$ cat config.mk
export PLATFORM = sky130hd
export DESIGN_NAME = uart_rx_fifo_ctrl
export DESIGN_NICKNAME = d
export VERILOG_FILES = /design/src/rtl/uart_rx_pkg.sv /design/src/rtl/rx_idle_timer.sv /design/src/rtl/uart_rx_fifo_ctrl.sv
export SDC_FILE = /design/constraint.sdc
export NUM_CORES = 1
export LEC_CHECK = 0
export ABC_AREA = 1
export CORE_MARGIN = 2
export CORE_UTILIZATION = 46
export CTS_BUF_LIST = sky130_fd_sc_hd__clkbuf_8
export DETAILED_ROUTE_END_ITERATION = 10
export PLACE_DENSITY = 0.82
export SLEW_MARGIN = 10
export SYNTH_ARGS = -nofsm -noshare
export SYNTH_HDL_FRONTEND = slang
export SYNTH_HIERARCHICAL = 1
export SYNTH_SLANG_ARGS = --single-unit
export TNS_END_PERCENT = 100
$ cat constraint.sdc
create_clock -name CLKip -period 2.7 [get_ports CLKip]
set_input_delay 0.54 -clock CLKip [delete_from_list [all_inputs] [get_ports CLKip]]
set_output_delay 0.54 -clock CLKip [all_outputs]
set_load 0.01 [all_outputs]
$ cat src/rtl/uart_rx_pkg.sv
// Shared types and default sizes for the UART RX queue controller and its FIFO.
package uart_rx_pkg;

  localparam int unsigned DEFAULT_DATA_WIDTH = 8;
  localparam int unsigned DEFAULT_FIFO_DEPTH = 16;

  typedef enum logic [1:0] {
    IDLE,
    FETCH,
    HOLD,
    FLUSH
  } rxq_state_e;

  // Saturating 8-bit increment used for event counters.
  function automatic logic [7:0] sat_inc8(input logic [7:0] v);
    return (v == 8'hFF) ? v : v + 8'd1;
  endfunction

endpackage

$ cat src/rtl/rx_idle_timer.sv
// Character-timeout counter: saturating idle count, cleared on activity, IRQ while pending.
module rx_idle_timer #(
  parameter int unsigned TIMEOUT_CYCLES = 1024
) (
  input  logic CLKip,
  input  logic RSTNi,
  input  logic clr_i,
  input  logic pending_i,
  output logic irq_o
);

  localparam int unsigned CW = $clog2(TIMEOUT_CYCLES + 1);
  localparam logic [CW-1:0] LIMIT = CW'(TIMEOUT_CYCLES);

  logic [CW-1:0] cnt_q;

  always_ff @(posedge CLKip or negedge RSTNi) begin
    if (!RSTNi) begin
      cnt_q <= '0;
    end else if (clr_i || !pending_i) begin
      cnt_q <= '0;
    end else if (cnt_q != LIMIT) begin
      cnt_q <= cnt_q + 1'b1;
    end
  end

  assign irq_o = pending_i && (cnt_q == LIMIT);

endmodule

$ cat src/rtl/uart_rx_fifo_ctrl.sv
// UART RX -> FIFO -> host stream controller with overrun, threshold IRQ and flush.
// Optional character timeout is built when RX_TIMEOUT_EN is defined.
module uart_rx_fifo_ctrl
  import uart_rx_pkg::*;
#(
  parameter int unsigned DATA_WIDTH     = DEFAULT_DATA_WIDTH,
  parameter int unsigned FIFO_DEPTH     = DEFAULT_FIFO_DEPTH,
  parameter int unsigned LOG2_DEPTH     = $clog2(FIFO_DEPTH),
  parameter int unsigned TIMEOUT_CYCLES = 1024
) (
  input  logic                  CLKip,
  input  logic                  RSTNi,
  input  logic                  RX_VALIDi,
  input  logic [DATA_WIDTH-1:0] RX_DATAi,
  output logic                  FIFO_WEo,
  output logic [DATA_WIDTH-1:0] FIFO_WDATAo,
  output logic                  FIFO_RDo,
  input  logic [DATA_WIDTH-1:0] FIFO_RDATAi,
  input  logic                  FIFO_EMPTYi,
  output logic                  M_VALIDo,
  output logic [DATA_WIDTH-1:0] M_DATAo,
  input  logic                  M_READYi,
  input  logic                  FLUSHi,
  input  logic [LOG2_DEPTH:0]   THRESHi,
  input  logic                  OVR_CLRi,
  output logic [LOG2_DEPTH:0]   LEVELo,
  output logic                  OVERRUNo,
  output logic [7:0]            DROP_CNTo,
  output logic                  IRQ_THRo,
  output logic                  TOUT_IRQo
);

  localparam logic [LOG2_DEPTH:0] FULL_LEVEL = (LOG2_DEPTH + 1)'(FIFO_DEPTH);

  rxq_state_e            state_q;
  logic [LOG2_DEPTH:0]   level_q, level_d;
  logic                  m_valid_q;
  logic [DATA_WIDTH-1:0] m_data_q;
  logic                  ovr_q;
  logic [7:0]            drop_q;
  logic                  irq_q;

  logic full, fifo_we, fifo_rd, drop;

  assign full    = (level_q == FULL_LEVEL);
  assign fifo_we = RX_VALIDi && !full && (state_q != FLUSH);
  assign drop    = RX_VALIDi && full && (state_q != FLUSH);

  // Reads are issued combinationally so the registered FIFO data lands during FETCH.
  always_comb begin
    fifo_rd = 1'b0;
    case (state_q)
      IDLE:    fifo_rd = !FIFO_EMPTYi && !FLUSHi;
      HOLD:    fifo_rd = !FIFO_EMPTYi && !FLUSHi && M_READYi;
      FLUSH:   fifo_rd = !FIFO_EMPTYi;
      default: fifo_rd = 1'b0;
    endcase
  end

  always_comb begin
    level_d = level_q;
    if (fifo_we && !fifo_rd) begin
      level_d = level_q + 1'b1;
    end else if (!fifo_we && fifo_rd) begin
      level_d = level_q - 1'b1;
    end
  end

  always_ff @(posedge CLKip or negedge RSTNi) begin
    if (!RSTNi) begin
      level_q <= '0;
      irq_q   <= 1'b0;
    end else begin
      level_q <= level_d;
      irq_q   <= (THRESHi != '0) && (level_d >= THRESHi);
    end
  end

  // A drop in the same cycle as a clear restarts the count at one.
  always_ff @(posedge CLKip or negedge RSTNi) begin
    if (!RSTNi) begin
      ovr_q  <= 1'b0;
      drop_q <= '0;
    end else if (drop) begin
      ovr_q  <= 1'b1;
      drop_q <= OVR_CLRi ? 8'd1 : sat_inc8(drop_q);
    end else if (OVR_CLRi) begin
      ovr_q  <= 1'b0;
      drop_q <= '0;
    end
  end

  always_ff @(posedge CLKip or negedge RSTNi) begin
    if (!RSTNi) begin
      state_q   <= IDLE;
      m_valid_q <= 1'b0;
      m_data_q  <= '0;
    end else if (FLUSHi) begin
      state_q   <= FLUSH;
      m_valid_q <= 1'b0;
      m_data_q  <= '0;
    end else begin
      case (state_q)
        IDLE: begin
          if (!FIFO_EMPTYi) state_q <= FETCH;
        end
        FETCH: begin
          m_data_q  <= FIFO_RDATAi;
          m_valid_q <= 1'b1;
          state_q   <= HOLD;
        end
        HOLD: begin
          if (M_READYi) begin
            m_valid_q <= 1'b0;
            state_q   <= FIFO_EMPTYi ? IDLE : FETCH;
          end
        end
        FLUSH: begin
          if ((level_q == '0) && FIFO_EMPTYi) state_q <= IDLE;
        end
        default: state_q <= IDLE;
      endcase
    end
  end

`ifdef RX_TIMEOUT_EN
  logic pending, idle_clr;

  assign pending  = (level_q != '0) || m_valid_q;
  assign idle_clr = RX_VALIDi || (m_valid_q && M_READYi) || FLUSHi || (state_q == FLUSH);

  rx_idle_timer #(
    .TIMEOUT_CYCLES(TIMEOUT_CYCLES)
  ) u_idle_timer (
    .CLKip    (CLKip),
    .RSTNi    (RSTNi),
    .clr_i    (idle_clr),
    .pending_i(pending),
    .irq_o    (TOUT_IRQo)
  );
`else
  assign TOUT_IRQo = 1'b0;
`endif

  assign FIFO_WEo    = fifo_we;
  assign FIFO_WDATAo = RX_DATAi;
  assign FIFO_RDo    = fifo_rd;
  assign M_VALIDo    = m_valid_q;
  assign M_DATAo     = m_data_q;
  assign LEVELo      = level_q;
  assign OVERRUNo    = ovr_q;
  assign DROP_CNTo   = drop_q;
  assign IRQ_THRo    = irq_q;

endmodule

==> results_dict.tcl <==
set metrics [dict create \
    outcome "finished clean" \
    power_mw 1.62 \
    worst_hold_slack_ns 0.494 \
    crit_path_start "LEVELo[0]$_DFF_PN0_" \
    cts_root_buffer "clkbuf_8" \
    port_buffers 45 \
    synth_area_um2 1710 \
    stdcell_count 312 \
    synth_fp_nets 260 \
    worstPathArrival_ns 2.02 \
    fin_nets 301 \
    final.period_utilization_pct 94.9 \
    end_kind "output pin" \
    vias_per_cell 4.95 \
    hpwl_mm 2.76 \
    rsz0062_at_grt "no" \
    die_w_um 65.0 \
    die-height_um 65.0 \
    antenna_found_initial 0 \
    drt_iter0_markers 65 \
    antenna_cells 0 \
    rows 22 \
    post_cts_resized 0 \
    pin_count 63 \
    cp_max_fo 8 \
    die_area_um2 4230 \
    grt.overflow.total 0 \
    r2r_end "IRQ_THRo$_DFF_PN0_" \
    cts_sinks 26 \
    num_vias 1544 \
    cts_hold_buf 0 \
    power.density_nw_per_um2 723 \
    critical_path.endpoint "FIFO_WEo" \
    cp_slowest_cell "clkdlybuf4s50_1" \
    max_stage_delay_ns 0.56 \
    cp.required_ns 2.16 \
    clk_latency_ns 0.27 \
    p_leak_nw 1.09 \
    final.min_clock_period_ns 2.56 \
    dp.cells 308 \
    clk_path_buf_depth 2 \
    crit_family "buffers and inverters" \
    drt_wl_total_mm 3.68 \
    critical_path_class "reg -> out" \
    track_usage_pct 18.5 \
    post_cts_buffers 0 \
    yosysWarnings 6 \
    floorplan.initialDensity_pct 47.1 \
    grt_max_degree 27 \
    core_area_um2 3630 \
    post_drt_wl_per_cell_um 11.8 \
    worstPathCellList "inv_1 > ha_1 > nand3_2 > nand2_4 > inv_2 > clkdlybuf4s50_1" \
    worstReg2RegStart "LEVELo[0]$_DFF_PN0_" \
    areaGrowthSynthToFinish_pct 30.5 \
    cts_tree "yes" \
    path_buf_inv 3 \
    path_clk_slew_ns 0.09 \
    setup_tns_ns 0 \
    grt_pass1_wl_mm 6.20 \
    synth_cell_types 29 \
    postRouteAntennaNets 0 \
    finalMaxSlewViolations 0 \
    ys_seq_area_share_pct 38.0 \
    hold_viol 0 \
    ir_worst_vdd_mv 0.431 \
    gp_congestion 0.876 \
    cts-buffers-inserted 3 \
    setup_ws_ns 0.138 \
    place_area_um2 2160 \
    drt_pass1_iterations 4 \
    finClkSkew_ns 0.00443 \
    start_kind "flop" \
    drcViolationCount 0 \
    cp_num_cells 6 \
    worstRegToRegCells 14 \
    hp-class "reg -> reg" \
    setup_viol 0 \
    pre_cts_slack_ns 0.120 \
    grt_pass1_vias 1438 \
    postSynthCellCount 224 \
    r2r_setup_slack_ns 0.33 \
    htree_levels 1 \
    max_freq_ghz 0.390 \
    final_area_um2 2230 \
    synth_seq_cells 26 \
    timing.max_cap.violations 0 \
    synth_area_per_cell_um2 7.65 \
    final_util_pct 61.5 \
    drive_gt1_share_pct 11.0 \
]
[cell usage in the layout (no fill, tap or decap), types with 4 or more instances in the layout]
cell,n
inv_2,5
a21oi_1,7
dfrtp_1,26
nand2_1,44
o21ai_1,4
nand4_1,6
clkdlybuf4s50_1,45
nor2_1,10
o21ai_0,7
nand3_1,37
nand2_2,6
ha_1,8
inv_1,29
[per-layer routing]
layer  global-route usage, %  share of wire (%)
met4                    4.95               0.98
met1                    23.5                 44
met5                       0                  0
met2                    32.0                 49
met3                    3.82                6.7
[layout make-up]
class / count / area (um2)
clock inverters: 1 / 30.0
multi-input cells: 153 / 860
fillers: 351 / 1400
clock buffers: 3 / 41.3
flip-flops and latches: 26 / 651
inverters: 34 / 128
well taps: 48 / 60.1
repair buffers: 47 / 465
[worst min-delay path, stage by stage (launching register included)]
cell,delay [ns]
dfrtp_1,0.36
nand2_1,0.05
nand2_1,0.06
[registers in the layout, summed over array words and instances (netlist names)]
signal / cells
DROP_CNTo: 8
IRQ_THRo: 1
M_VALIDo: 1
LEVELo: 5
OVERRUNo: 1
M_DATAo: 8
state_q: 2
[cell usage after synthesis, drive strengths merged]
cell | number | area [um2]
a21oi | 7 | 35.0
buf | 9 | 67.6
ha | 8 | 100
nand3b | 2 | 15.0
clkbuf | 2 | 7.51
or2 | 1 | 6.26
dfrtp | 26 | 651
xor2 | 3 | 26.3
nand2 | 52 | 225
nor2 | 14 | 81.3
o21ai | 12 | 63.8
o2111ai | 1 | 8.76
conb | 1 | 3.75
nor4 | 1 | 6.26
nand3 | 40 | 215
inv | 34 | 128
nand4 | 7 | 50.1
nor3b | 1 | 7.51
nor3 | 3 | 15.0
[how the worst min path moves through the flow]
stage / start / end / cells past startpoint
after global placement: OVERRUNo$_DFFE_PN0P_ / OVERRUNo$_DFFE_PN0P_ / 2
after detailed placement: OVERRUNo$_DFFE_PN0P_ / OVERRUNo$_DFFE_PN0P_ / 2
after floorplan: RSTNi / DROP_CNTo[0]$_DFFE_PN0P_ / 0
final: OVERRUNo$_DFFE_PN0P_ / OVERRUNo$_DFFE_PN0P_ / 2
after CTS: OVERRUNo$_DFFE_PN0P_ / OVERRUNo$_DFFE_PN0P_ / 2
after global routing: M_DATAo[7]$_DFFE_PN0P_ / M_DATAo[7]$_DFFE_PN0P_ / 2
[power by group]
group	switching [mW]	internal, mW
clock	0.123	0.198
combinational	0.405	0.339
sequential	0.0871	0.464
total	0.614	1.00
[logic make-up after synthesis]
family          after synthesis  share of synthesized area, %
xor+xnor                      3                          1.53
fa+ha+maj                     8                          5.84
buf+inv                      45                          11.8
other cells                   1                         0.219
compound gates               20                          6.28
flops                        26                          38.0
simple gates                121                          36.3
No activity file was read; power rests on OpenSTA's default activity.
